### src/rtl/gcn_pkg.sv
// Shared GCN datapath types: reduction rows, row indices, drain FSM states.
package gcn_pkg;

  localparam int unsigned LANE_W = 16;
  localparam int unsigned NLANES = 16;
  localparam int unsigned IDX_W  = 8;

  typedef logic [NLANES-1:0][LANE_W-1:0] row_t;
  typedef logic [IDX_W-1:0]              idx_t;

  typedef enum logic [1:0] {
    IDLE  = 2'd0,
    DRAIN = 2'd1,
    FLUSH = 2'd2,
    DONE  = 2'd3
  } drain_state_t;

  typedef struct packed {
    row_t data;
    idx_t idx;
  } row_entry_t;

  // Per-lane ReLU: a lane with its sign bit set becomes zero.
  function automatic row_t relu_row(input row_t r);
    row_t o;
    for (int i = 0; i < int'(NLANES); i++) begin
      o[i] = r[i][LANE_W-1] ? '0 : r[i];
    end
    return o;
  endfunction

endpackage

### src/rtl/row_fifo.sv
// Small skid FIFO of row entries; head is visible while non-empty.
module row_fifo #(
  parameter int unsigned DEPTH = 2,
  parameter int unsigned WIDTH = 8,
  localparam int unsigned CNT_W = $clog2(DEPTH + 1)
) (
  input  logic             clock,
  input  logic             reset_n,
  input  logic             push,
  input  logic [WIDTH-1:0] push_data,
  input  logic             pop,
  output logic [WIDTH-1:0] head,
  output logic             full,
  output logic             empty,
  output logic [CNT_W-1:0] count
);

  localparam int unsigned PTR_W = (DEPTH > 1) ? $clog2(DEPTH) : 1;

  logic [WIDTH-1:0] mem [DEPTH];
  logic [PTR_W-1:0] wr_ptr;
  logic [PTR_W-1:0] rd_ptr;
  logic             do_push;
  logic             do_pop;

  function automatic logic [PTR_W-1:0] bump(input logic [PTR_W-1:0] p);
    return (p == PTR_W'(DEPTH - 1)) ? '0 : p + PTR_W'(1);
  endfunction

  assign empty   = (count == '0);
  assign full    = (count == CNT_W'(DEPTH));
  assign do_pop  = pop && !empty;
  assign do_push = push && (!full || do_pop);
  assign head    = mem[rd_ptr];

  always_ff @(posedge clock or negedge reset_n) begin
    if (!reset_n) begin
      wr_ptr <= '0;
      rd_ptr <= '0;
      count  <= '0;
      for (int i = 0; i < int'(DEPTH); i++) begin
        mem[i] <= '0;
      end
    end else begin
      if (do_push) begin
        mem[wr_ptr] <= push_data;
        wr_ptr      <= bump(wr_ptr);
      end
      if (do_pop) begin
        rd_ptr <= bump(rd_ptr);
      end
      case ({do_push, do_pop})
        2'b10:   count <= count + CNT_W'(1);
        2'b01:   count <= count - CNT_W'(1);
        default: count <= count;
      endcase
    end
  end

endmodule

### src/rtl/reduction_drain.sv
// Drains one reduction buffer bank row by row into a ready/valid stream,
// with optional ReLU and credit-based read issue into a small skid FIFO.
module reduction_drain
  import gcn_pkg::*;
#(
  parameter int unsigned NROWS      = 256,
  parameter int unsigned FIFO_DEPTH = 2
) (
  input  logic clock,
  input  logic reset_n,
  input  logic start,
  input  logic relu_en,
  output logic busy,
  output logic done,
  output logic sel,
  output logic ren,
  output idx_t ridx,
  input  row_t rdata,
  output logic out_valid,
  input  logic out_ready,
  output row_t out_data,
  output idx_t out_idx
);

  localparam int unsigned CNT_W = $clog2(FIFO_DEPTH + 1);
  localparam int unsigned OCC_W = CNT_W + 1;
  localparam int unsigned ACC_W = IDX_W + 1;
  localparam int unsigned ENT_W = $bits(row_entry_t);

  drain_state_t     state_q, state_d;
  idx_t             issue_q, issue_d;
  idx_t             pend_idx_q;
  logic [ACC_W-1:0] acc_q, acc_d;
  logic             sel_d;
  logic             relu_q, relu_d;
  logic             inflight_q;
  logic             busy_d, done_d;
  logic             pop;
  logic             fifo_full, fifo_empty;
  logic [CNT_W-1:0] fifo_count;
  logic [OCC_W-1:0] occ_c;
  logic             credit_ok;
  logic             last_issue;
  row_entry_t       push_entry, head_entry;

  assign out_valid = !fifo_empty;
  assign pop       = out_valid && out_ready;
  assign out_data  = head_entry.data;
  assign out_idx   = head_entry.idx;
  assign ridx      = issue_q;

  // Occupancy after this cycle's pop plus the read still returning data.
  assign occ_c      = OCC_W'(fifo_count) - OCC_W'(pop) + OCC_W'(inflight_q);
  assign credit_ok  = (32'(occ_c) < FIFO_DEPTH) && !(fifo_full && !pop);
  assign last_issue = (issue_q == IDX_W'(NROWS - 1));

  always_comb begin
    push_entry.data = relu_q ? relu_row(rdata) : rdata;
    push_entry.idx  = pend_idx_q;
  end

  row_fifo #(
    .DEPTH (FIFO_DEPTH),
    .WIDTH (ENT_W)
  ) u_row_fifo (
    .clock     (clock),
    .reset_n   (reset_n),
    .push      (inflight_q),
    .push_data (push_entry),
    .pop       (pop),
    .head      (head_entry),
    .full      (fifo_full),
    .empty     (fifo_empty),
    .count     (fifo_count)
  );

  // Next-state and read-issue logic.
  always_comb begin
    state_d = state_q;
    issue_d = issue_q;
    acc_d   = acc_q + ACC_W'(pop);
    sel_d   = sel;
    relu_d  = relu_q;
    ren     = 1'b0;
    case (state_q)
      IDLE: begin
        if (start) begin
          state_d = DRAIN;
          sel_d   = ~sel;
          relu_d  = relu_en;
          issue_d = '0;
          acc_d   = '0;
        end
      end
      DRAIN: begin
        if (credit_ok) begin
          ren     = 1'b1;
          issue_d = last_issue ? '0 : issue_q + IDX_W'(1);
          if (last_issue) begin
            state_d = FLUSH;
          end
        end
      end
      FLUSH: begin
        if (!inflight_q && fifo_empty && (acc_q == ACC_W'(NROWS))) begin
          state_d = DONE;
        end
      end
      DONE:    state_d = IDLE;
      default: state_d = IDLE;
    endcase
    busy_d = (state_d != IDLE);
    done_d = (state_d == DONE);
  end

  always_ff @(posedge clock or negedge reset_n) begin
    if (!reset_n) begin
      state_q    <= IDLE;
      issue_q    <= '0;
      pend_idx_q <= '0;
      acc_q      <= '0;
      sel        <= 1'b0;
      relu_q     <= 1'b0;
      inflight_q <= 1'b0;
      busy       <= 1'b0;
      done       <= 1'b0;
    end else begin
      state_q    <= state_d;
      issue_q    <= issue_d;
      acc_q      <= acc_d;
      sel        <= sel_d;
      relu_q     <= relu_d;
      inflight_q <= ren;
      busy       <= busy_d;
      done       <= done_d;
      if (ren) begin
        pend_idx_q <= issue_q;
      end
    end
  end

endmodule
### config.mk
export PLATFORM = sky130hd
export DESIGN_NAME = reduction_drain
export DESIGN_NICKNAME = d
export VERILOG_FILES = /design/src/rtl/gcn_pkg.sv /design/src/rtl/row_fifo.sv /design/src/rtl/reduction_drain.sv
export SDC_FILE = /design/constraint.sdc
export NUM_CORES = 1
export LEC_CHECK = 0
export CAP_MARGIN = 20
export CORE_MARGIN = 10
export CORE_UTILIZATION = 30
export DETAILED_ROUTE_END_ITERATION = 10
export GPL_TIMING_DRIVEN = 0
export PLACE_DENSITY = 0.58
export SKIP_CTS_REPAIR_TIMING = 1
export SLEW_MARGIN = 10
export SYNTH_ARGS = -nofsm -noshare
export SYNTH_HDL_FRONTEND = slang
export SYNTH_SLANG_ARGS = --single-unit
export TNS_END_PERCENT = 30
### constraint.sdc
create_clock -name clock -period 5 [get_ports clock]
set_clock_uncertainty 0.05 [all_clocks]
set_input_delay 1.5 -clock clock [delete_from_list [all_inputs] [get_ports clock]]
set_output_delay 1.5 -clock clock [all_outputs]
set_load 0.03 [all_outputs]
==> results.json <==
{
  "status": "completed",
  "synthCells": 2385,
  "hold_end": "u_row_fifo.mem[322]",
  "vias": 19800,
  "place_hpwl_mm": 66.5,
  "slew_headroom_pct": 39.8,
  "crit_path_max_fanout": 8,
  "reg2regPathDepth": 7,
  "yosysSeqAreaShare_pct": 57.4,
  "cts_htree_levels": 3,
  "area_growth_pct": 38.1,
  "pwr-share-seq_pct": 29.9,
  "cts_tree": "built",
  "required_ns": 3.45,
  "r2r_slack_ns": 2.00,
  "placed_area_sq_um": 31500,
  "final_util_pct": 41.9,
  "cts_buffers": 69,
  "final_cell_area_sq_um": 33900,
  "ant_nets": 0,
  "max-vdd-ir-drop_uv": 338,
  "grt_first_pass_wirelength_mm": 136,
  "grt_max_degree": 106,
  "pin_count": 538,
  "syn_area_sq_um": 24600,
  "tns_ns": 0,
  "place_inst": 3989,
  "p_leak_nw": 15.5,
  "worstHoldPathCells": 2,
  "drt_wl_total_mm": 91.3,
  "worstHoldStart": "u_row_fifo.mem[322]",
  "tightest_slew_ns": 0.903,
  "initial_core_util_pct": 30.4,
  "whs_ns": 0.422,
  "r2r_end": "u_row_fifo.mem[400]",
  "maxSlewViolCount": 0,
  "rsz0062_at_grt": "true",
  "p_sw_mw": 10.3,
  "vias_per_cell": 4.78,
  "max_freq_mhz": 204,
  "seqCellArea_sq_um": 14100,
  "core_area_sq_um": 80900,
  "synth_nets": 2651,
  "hold_path_class": "reg -> reg",
  "final_layout_size_suffix_gt1_share_pct": 17.8,
  "die-area_sq_um": 93800,
  "cp.arrival_ns": 3.36,
  "synth_area_per_cell_sq_um": 10.3,
  "synth_edf_count": 0,
  "async_reset_ff_share_pct": 100,
  "clock_sinks": 564,
  "p_sw_share_pct": 41.1,
  "clock_latency_ns": 0.60,
  "crit_path_start_kind": "primary input",
  "place.gp.congestion": 0.797,
  "finalSetupViolCount": 0,
  "hold_violations": 0,
  "power_frac_clock_pct": 20.8,
  "yosys_register_bits": 564,
  "fin_crit_sh_pct": 98.2,
  "track_usage_pct": 19.0,
  "rows": 104,
  "cap_violations": 0,
  "dominantRegCellSynth": "dfrtp_1",
  "period_needed_ns": 4.91,
  "grt_overflow": 0,
  "die_x_um": 306,
  "combinationalPowerShare_pct": 49.3,
  "firstDrtPassIters": 5,
  "final_cells": 4136,
  "p_int_mw": 14.8,
  "multi_input_area_sq_um": 9590,
  "drc": 0,
  "cts_root_buf": "clkbuf_16",
  "antenna_found_initial": 17,
  "nNetsFinal": 3270,
  "ys_types": 41,
  "criticalPathCategory": "in -> out",
  "p_per_area_nw_per_um2": 740,
  "grt_pass1_vias": 20900,
  "yosysWarnings": 0,
  "die_y_um": 306,
  "filler_cell_count": 8094,
  "cp-end-kind": "output pin",
  "wire_per_inst_um": 22.1,
  "reg2reg_from": "u_row_fifo.count[0]",
  "clockBufferDepth": 3,
  "drt_iter0_drc": 1081,
  "path_clk_slew_ns": 0.06,
  "portBuffers": 536
}
## flip-flops by register name (all words and copies together) (netlist names), 2 cells and up
name,count
u_row_fifo.mem,528
acc_q,9
pend_idx_q,8
ridx,8
state_q,2
u_row_fifo.count,2
## cells in the mapped netlist, types with 3 or more instances
cell	number	area share [%]
and2_1	5	0.13
and3_1	4	0.10
buf_2	36	0.73
buf_4	37	1.1
buf_6	10	0.46
clkbuf_1	79	1.2
dfrtp_1	564	57
ha_1	4	0.20
inv_1	3	0.046
mux2_1	4	0.18
mux2_2	316	14
mux2i_1	4	0.16
nand2_1	751	11
nand3_1	9	0.18
nand4_1	3	0.076
nor2_1	12	0.18
nor2b_1	19	0.48
o21ai_0	436	8.9
o21ai_1	47	0.96
or2_2	3	0.076
xnor2_1	7	0.25
xor2_1	6	0.21
## worst max-delay path by stage
stage	from	to	slack, ns	cells past startpoint
after floorplan	out_ready	ren	0.29	8
after CTS	out_ready	ren	-0.56	9
after detailed placement	out_ready	ren	-0.56	9
final	out_ready	ren	0.09	9
after global routing	out_ready	ren	-0.07	9
after global placement	reset_n	u_row_fifo.mem[327]	-24.01	1
## critical path: stages
cell and delay, ns:
clkbuf_4 0.18, inv_1 0.05, nor2_1 0.16, o21ai_0 0.15, fa_1 0.42, or2_2 0.31, a21oi_1 0.19, buf_4 0.18
clkbuf_4 0.19
## power by group through the flow
stage / clock network [mW] / registers [mW] / logic (mW)
2_1_floorplan: 0 / 7.29 / 7.42
3_3_place_gp: 0 / 7.56 / 12.4
3_5_place_dp: 0 / 7.56 / 12.5
4_1_cts: 5.35 / 7.49 / 12.5
5_1_grt: 5.54 / 7.74 / 13.3
6_report: 5.22 / 7.50 / 12.4
## final cells by class
| type | count | area share [%] |
|---|---|---|
| sequential | 564 | 41.6 |
| timing repair buffer | 548 | 16.4 |
| inverter | 3 | 0.0332 |
| antenna | 16 | 0.118 |
| clock inverter | 23 | 0.918 |
| clock buffer | 104 | 6.16 |
| buffer | 163 | 2.62 |
| tap | 1060 | 3.91 |
| multi-input combinational | 1655 | 28.3 |
## layer usage
| layer | track usage [%] | vias to the layer above | wire length (um) |
|---|---|---|---|
| met5 | 0 | - | 47 |
| met4 | 6.62 | 6 | 2710 |
| met3 | 4.77 | 129 | 5500 |
| met2 | 31.3 | 486 | 44200 |
| met1 | 23.9 | 9861 | 38800 |
| li1 | - | 9269 | - |
## cells in the final DEF (no fill, tap or decap), drive strengths merged, types with 3 or more instances in the layout
master / count
nand2: 751
dfrtp: 564
clkdlybuf4s50: 534
o21ai: 483
mux2: 320
clkbuf: 185
buf: 96
nor2b: 19
diode: 16
nor2: 12
clkinv: 10
nand3: 9
inv: 8
xnor2: 7
xor2: 6
and2: 5
bufinv: 5
and3: 4
mux2i: 4
ha: 4
or2: 3
nand4: 3
clkinvlp: 3
o211ai: 3
## stage by stage
step / setup slack [ns] / total power [mW]
floorplan: 0.287 / 14.7
finish: 0.0916 / 25.1
global placement: -24.01 / 20.0
detailed placement: -0.562 / 20.0
CTS: -0.561 / 25.4
global route: -0.0664 / 26.6
## logic make-up after synthesis
logic type	after synthesis	synth area share (%)
adder cells (fa/ha/maj)	5	0.285
XOR/XNOR	13	0.463
multiplexers	324	14.8
AO/OA/AOI/OAI	498	10.4
AND/OR/NAND/NOR	815	13.0
buffers and inverters	166	3.59
flip-flops	564	57.4
Power figures use the tool's default switching activity.
